## config.mk

```make
export PLATFORM = sky130hd
export DESIGN_NAME = dmem_responder
export DESIGN_NICKNAME = d
export VERILOG_FILES = /design/src/rtl/dmem_responder.sv
export SDC_FILE = /design/constraint.sdc
export NUM_CORES = 2
export LEC_CHECK = 0
export ABC_AREA = 1
export BUFFER_PORTS_ARGS = -buffer_cell sky130_fd_sc_hd__buf_2
export CORE_AREA = 8 8 423 425
export DETAILED_ROUTE_END_ITERATION = 6
export DIE_AREA = 0 0 431 433
export GPL_TIMING_DRIVEN = 0
export PLACE_DENSITY = 0.72
export SYNTH_ARGS = -nofsm -noshare
export SYNTH_HDL_FRONTEND = slang
export SYNTH_SLANG_ARGS = --single-unit
```

## constraint.sdc

```tcl
create_clock -name clk -period 3.9 [get_ports clk]
set_input_delay 0.78 -clock clk [delete_from_list [all_inputs] [get_ports clk]]
set_output_delay 0.78 -clock clk [all_outputs]
set_load 0.03 [all_outputs]
```

## src/rtl/dmem_responder.sv

```systemverilog
// dmem_responder: single-port word memory behind a req/ready, rvalid
// handshake with a fixed, parameterised response latency.
//
// Handshake: a request is accepted on a rising edge where req=1 and ready=1;
// ready is high only while the responder is idle. Each accepted request yields
// exactly one rvalid pulse, LATENCY+1 cycles later. rdata/err are meaningful
// only while rvalid=1 and read as zero otherwise. There is no back-pressure on
// the response side.
module dmem_responder #(
    parameter int DEPTH_WORDS = 64,
    parameter int LATENCY     = 2
) (
    input  logic        clk,
    input  logic        reset,
    input  logic        req,
    input  logic        we,
    input  logic [31:0] addr,
    input  logic [31:0] wdata,
    output logic        ready,
    output logic        rvalid,
    output logic [31:0] rdata,
    output logic        err
);

    localparam int          IDX_W      = $clog2(DEPTH_WORDS);
    localparam logic [31:0] BYTE_LIMIT = 32'(DEPTH_WORDS * 4);
    localparam logic [3:0]  LAT_M1     = 4'((LATENCY > 0) ? (LATENCY - 1) : 0);

    typedef enum logic [1:0] {
        S_IDLE = 2'd0,
        S_WAIT = 2'd1,
        S_RESP = 2'd2
    } state_t;

    state_t      state_q, state_d;
    logic [3:0]  cnt_q, cnt_d;
    logic        we_q, we_d;
    logic [31:0] addr_q, addr_d;
    logic [31:0] wdata_q, wdata_d;
    logic        ready_q, ready_d;
    logic        rvalid_q, rvalid_d;
    logic [31:0] rdata_q, rdata_d;
    logic        err_q, err_d;

    // Storage array; deliberately has no reset.
    logic [31:0] mem [0:DEPTH_WORDS-1];

    // Transaction that is about to be answered: with LATENCY=0 the response
    // is formed on the accept edge itself, so the live inputs are used.
    logic [31:0]      resp_addr;
    logic             resp_we;
    logic             resp_fault;
    logic [IDX_W-1:0] resp_idx;

    // Select the transaction source and decode fault and word index.
    always_comb begin
        resp_addr  = (state_q == S_IDLE) ? addr : addr_q;
        resp_we    = (state_q == S_IDLE) ? we   : we_q;
        resp_fault = (|resp_addr[1:0]) || (resp_addr >= BYTE_LIMIT);
        resp_idx   = resp_addr[IDX_W+1:2];
    end

    // Next-state, capture registers and registered response outputs.
    always_comb begin
        state_d = state_q;
        cnt_d   = cnt_q;
        we_d    = we_q;
        addr_d  = addr_q;
        wdata_d = wdata_q;
        case (state_q)
            S_IDLE: begin
                if (req) begin
                    we_d    = we;
                    addr_d  = addr;
                    wdata_d = wdata;
                    if (LATENCY == 0) begin
                        state_d = S_RESP;
                    end else begin
                        state_d = S_WAIT;
                        cnt_d   = LAT_M1;
                    end
                end
            end
            S_WAIT: begin
                if (cnt_q == 4'd0) begin
                    state_d = S_RESP;
                end else begin
                    cnt_d = cnt_q - 4'd1;
                end
            end
            S_RESP: begin
                state_d = S_IDLE;
            end
            default: begin
                state_d = S_IDLE;
            end
        endcase

        // RESP lasts a single cycle, so state_d==S_RESP only on the entry edge;
        // memory is read there, before any store of this transaction commits.
        ready_d  = (state_d == S_IDLE);
        rvalid_d = (state_d == S_RESP);
        err_d    = (state_d == S_RESP) && resp_fault;
        rdata_d  = 32'd0;
        if ((state_d == S_RESP) && !resp_we && !resp_fault) begin
            rdata_d = mem[resp_idx];
        end
    end

    // Control and capture flops; reset overrides every transition.
    always_ff @(posedge clk) begin
        if (reset) begin
            state_q  <= S_IDLE;
            cnt_q    <= 4'd0;
            we_q     <= 1'b0;
            addr_q   <= 32'd0;
            wdata_q  <= 32'd0;
            ready_q  <= 1'b1;
            rvalid_q <= 1'b0;
            rdata_q  <= 32'd0;
            err_q    <= 1'b0;
        end else begin
            state_q  <= state_d;
            cnt_q    <= cnt_d;
            we_q     <= we_d;
            addr_q   <= addr_d;
            wdata_q  <= wdata_d;
            ready_q  <= ready_d;
            rvalid_q <= rvalid_d;
            rdata_q  <= rdata_d;
            err_q    <= err_d;
        end
    end

    // Store commit on the edge that ends RESP; a reset on that edge cancels it.
    always_ff @(posedge clk) begin
        if (!reset && (state_q == S_RESP) && we_q && !err_q) begin
            mem[addr_q[IDX_W+1:2]] <= wdata_q;
        end
    end

    // Reset silences the response outputs immediately, so a transaction
    // abandoned in its RESP cycle never shows an rvalid pulse.
    always_comb begin
        ready  = ready_q;
        rvalid = rvalid_q && !reset;
        err    = err_q && !reset;
        rdata  = reset ? 32'd0 : rdata_q;
    end

endmodule

```

==> metrics.sh <==
DIE_Y_UM=433
LAYOUT.CELL_AREA.NON_FILLER_MM2=0.107
TIMING.HOLD.WORST_ENDPOINT='wdata_q[19]'
TOTAL_POWER_W=0.0568
GRT_PASS1_WL_UM=440000
WORST-R2R-SETUP-SLACK_NS=-0.04
REPORT.FINAL.HOLD_VIOL_COUNT=0
ROUTABILITYCONGESTION=0.977
ROW_COUNT=153
CRIT_SLOWEST_CELL='a21oi_1'
DESIGN.PORTCOUNT=103
TYPE_OF_THE_WORST_MIN_DELAY_PATH='primary input to register'
PERIOD_MINUS_SLACK_NS=3.94
GRT_ANTENNA_BEFORE_REPAIR=21
GRT_USAGE_PCT=32.5
YOSYSUNIQUECELLTYPES=33
CRITPATHBUFINV=3
POSTCTSSETUPREPAIRBUFS=0
DETAIL_ROUTE.FIRST_PASS.ITERATIONS=7
P_LEAK_nW=46.7
CRIT_SHARE_POST_ROUTE_PCT=101
DRC_ERRORS=1
CLOCK_TREE_FROM_TRITONCTS='done'
GRT_PASS1_VIAS=66000
SLEW_VIOL_FINAL=0
SYN-INSTANCE-COUNT=9457
POST_DRT_WL_PER_CELL_UM=25.0
CLK_TRANSITION_REPORTED_PATHS_NS=0.06
POST_CTS_HOLD_BUFFER_COUNT=0
GRT_MAX_DEGREE=66
YS_TOP_CELLS_BY_AREA='edfxtp_1 (65%), nand2_1 (10%), nand3_1 (8.9%), inv_1 (7.9%), dfxtp_1 (2.3%)'
CRIT_PATH_MAX_FANOUT=10
TIMING.CRITICAL_PATH.MODE_CELL='nand2_1'
RR_WORST_DEPTH=14
DIE_AREA_MM2=0.187
WORST_PATH_DOMINANT_CELL_FAMILY='simple AND/OR/NAND/NOR gates'
WORST-SLEW-PIN-TRANSITION_NS=1.42
HOLD_PATH_DEPTH=3
HOLD_START='wdata[19]'
YOSYSTOPAREACELL='edfxtp_1'
CLOCK-SINKS=2154
SYN-MEAN-INSTANCE-AREA_UM2=9.95
UNREPAIRED_SETUP_ENDPOINTS_AFTER_GLOBAL_ROUTING='false'
CTS_BUF_COUNT=211
CORE-AREA_MM2=0.172
ROUTE.VIAS.TOTAL=69400
POST_DETAILED_ROUTE_VIA_TO_CELL_RATIO=5.61
VIOLATIONS='design-rule violations, negative setup slack'
FINALCLOCKSKEW_NS=0.0427
WORST_SLEW_MARGIN_REL_PCT=4.80
TOTAL_OF_FILL_CELLS_IN_THE_FINISHED_DESIGN=13500
WL_UM=310000
SYN_AREA_MM2=0.0941
PORTBUFFERS=102
NUMBER_OF_MAX_CAPACITANCE_VIOLATIONS_REPORTED=0
IR_DROP_uV=550
CLK_ROOT_BUFFER_CELL='clkbuf_16'
YS_SEQ_AREA_SHARE_PCT=67.6
CLOCK.FMAX_MHz=254
MAX-CLOCK-PATH-BUFFERS=3
SETUP_VIOL=3
REG2REG_TO='rdata_q[12]'
REG2REG_FROM='state_q[1]'
FINAL_CRITICAL_PATH_SETUP_SLACK_NS=-0.0422
DETAILED_PLACE.AREA_MM2=0.100
WORST_EP_ARRIVAL_TIME_NS=4.63
HTREE_LEVELS=4
WORST_SETUP_PATH_START_KIND='register'
HPWLAFTERDP_UM=213000
POSTSYNTHNETCOUNT=9527
OUTCOME='finished, violations left'
WORSTSKEWPAIRLATENCY_NS=0.88
FINAL_ANT_VIOL_NETS=0
FIN_NETS=9933
SYNTH-SEQ-CELLS=2154
CRIT_TYPE='register to register'
LAYOUT.CORE_UTILIZATION_PCT=62.2
SYN_TO_LAYOUT_AREA_DELTA_PCT=14.0
SYNTH_TOP_AREA_SHARE_PCT=65.3
INITIAL_CORE_UTIL_PCT=54.6
WORSTPATHCELLLIST='inv_1 -> nand2_2 -> nand2_4 -> nand2_4 -> buf_2 -> buf_2 -> nand2_1 -> nand2_1 -> nand2_1 -> nand3_1 -> nand3_1 -> nand2_1 -> nand3_1 -> a21oi_1'
DIE_W_UM=431
DR.FIRST_ITER.DRC_COUNT=9851
WORSTSETUPENDPOINTTYPE='register'
SYNTH.YOSYS.WARNINGS=0
CP.REQUIRED_NS=4.59
POWER_DENSITY_mW_PER_MM2=529
GRT_OVERFLOW_TOTAL=0
DRIVE_GT1_SHARE_PCT=9.29
DPL.CELL_COUNT=12000
TIMING.CRITICAL_PATH.SLOWEST_CELL_DELAY_NS=0.72
FINAL_NON_FILLER_CELLS=12400
flip-flops by register name, indices dropped and copies added (netlist names):
register / cells
we_q: 1
wdata_q: 32
addr_q: 32
rdata_q: 32
ready: 1
mem: 2048
rvalid_q: 1
state_q: 2
cnt_q: 4
err_q: 1
layout by cell type, fill, tap and decap left out, types with 44 or more instances in the layout:
cell / n
o21ai_0: 65
nor2_1: 222
dfxtp_1: 74
buf_2: 348
clkbuf_1: 190
clkinv_1: 47
edfxtp_1: 2048
nand3_1: 1683
nor2_4: 65
clkbuf_16: 214
clkinv_2: 52
inv_1: 1981
nand2_1: 2611
buf_4: 44
a21oi_1: 109
buf_12: 52
worst min-delay path: cells and delay by family:
family | cells | cell delay (ns)
AOI/OAI and AO/OA | 1 | 0.07
and+or+nand+nor | 1 | 0.09
buffers and inverters | 1 | 0.07
routing by layer:
layer	wire (um)	track usage [%]	vias to the layer above	share of wire, %
li1	-	-	31100	-
met5	30	0	-	0.0097
met4	26800	23.4	4	8.7
met1	109000	40.5	32800	35
met2	139000	50.6	4560	45
met3	35800	6.90	996	12
metrics by stage:
step,hold WS (ns),setup slack [ns],setup TNS (ns)
6_report,0.172,-0.0422,-0.0873
5_1_grt,0.161,0.0182,0
4_1_cts,0.135,0.0413,0
3_5_place_dp,0.440,-0.427,-123.61
3_3_place_gp,0.434,-2.16,-3240.09
2_1_floorplan,0.423,0.591,0
where the power goes:
part	leakage [nW]	internal (W)	total, W	switching [W]
Combinational	23.7	0.00236	0.00985	0.00749
Clock	3.45	0.0116	0.0206	0.00898
Sequential	19.6	0.0257	0.0263	0.000554
synth_stat cells (all sizes together):
cell type / n
a21oi: 110
nor4: 7
nand3: 1683
buf: 323
edfxtp: 2048
clkbuf: 166
inv: 1987
o22ai: 1
nand4: 4
o41ai: 1
and2: 1
a211oi: 1
nand2: 2617
o31ai: 1
dfxtp: 106
nor2: 289
o211ai: 32
nand3b: 1
ha: 2
o21ai: 71
nor3: 6
area by class of cell:
class                   instances  area (um^2)  share of cell area (%)
flip-flops and latches       2154        63700                    59.4
multi-input cells            4827        21200                    19.8
inverters                    1987         7460                    6.95
clock buffers                 261         5690                    5.30
well taps                    2325         2910                    2.71
repair buffers                195         2680                    2.50
plain buffers                 487         2340                    2.18
clock inverters               137         1270                    1.18
diodes                         13         32.5                  0.0303
how the worst max path moves through the flow:
stage	from	to	depth (start not counted)
2_1_floorplan	reset	mem[12][0]	7
3_3_place_gp	reset	mem[39][23]	8
3_5_place_dp	addr[2]	rdata_q[20]	14
4_1_cts	state_q[1]	rdata_q[20]	15
5_1_grt	state_q[1]	rdata_q[2]	14
6_report	state_q[1]	rdata_q[12]	14
logic make-up after synthesis:
group	count (synthesis)	synth area share [%]
AND/OR/NAND/NOR	4608	20.7
flip-flops	2154	67.6
buffers and inverters	2476	10.4
AO/OA/AOI/OAI	217	1.27
adder cells (fa/ha/maj)	2	0.0266
what timing repair did:
action                                 CTS  global route
endpoints found under the hold margin    0             0
pin swaps                                0             0
setup endpoints to repair                6             9
resized for setup                        1             9
gates cloned                             0             0
Power figures use the tool's default switching activity.
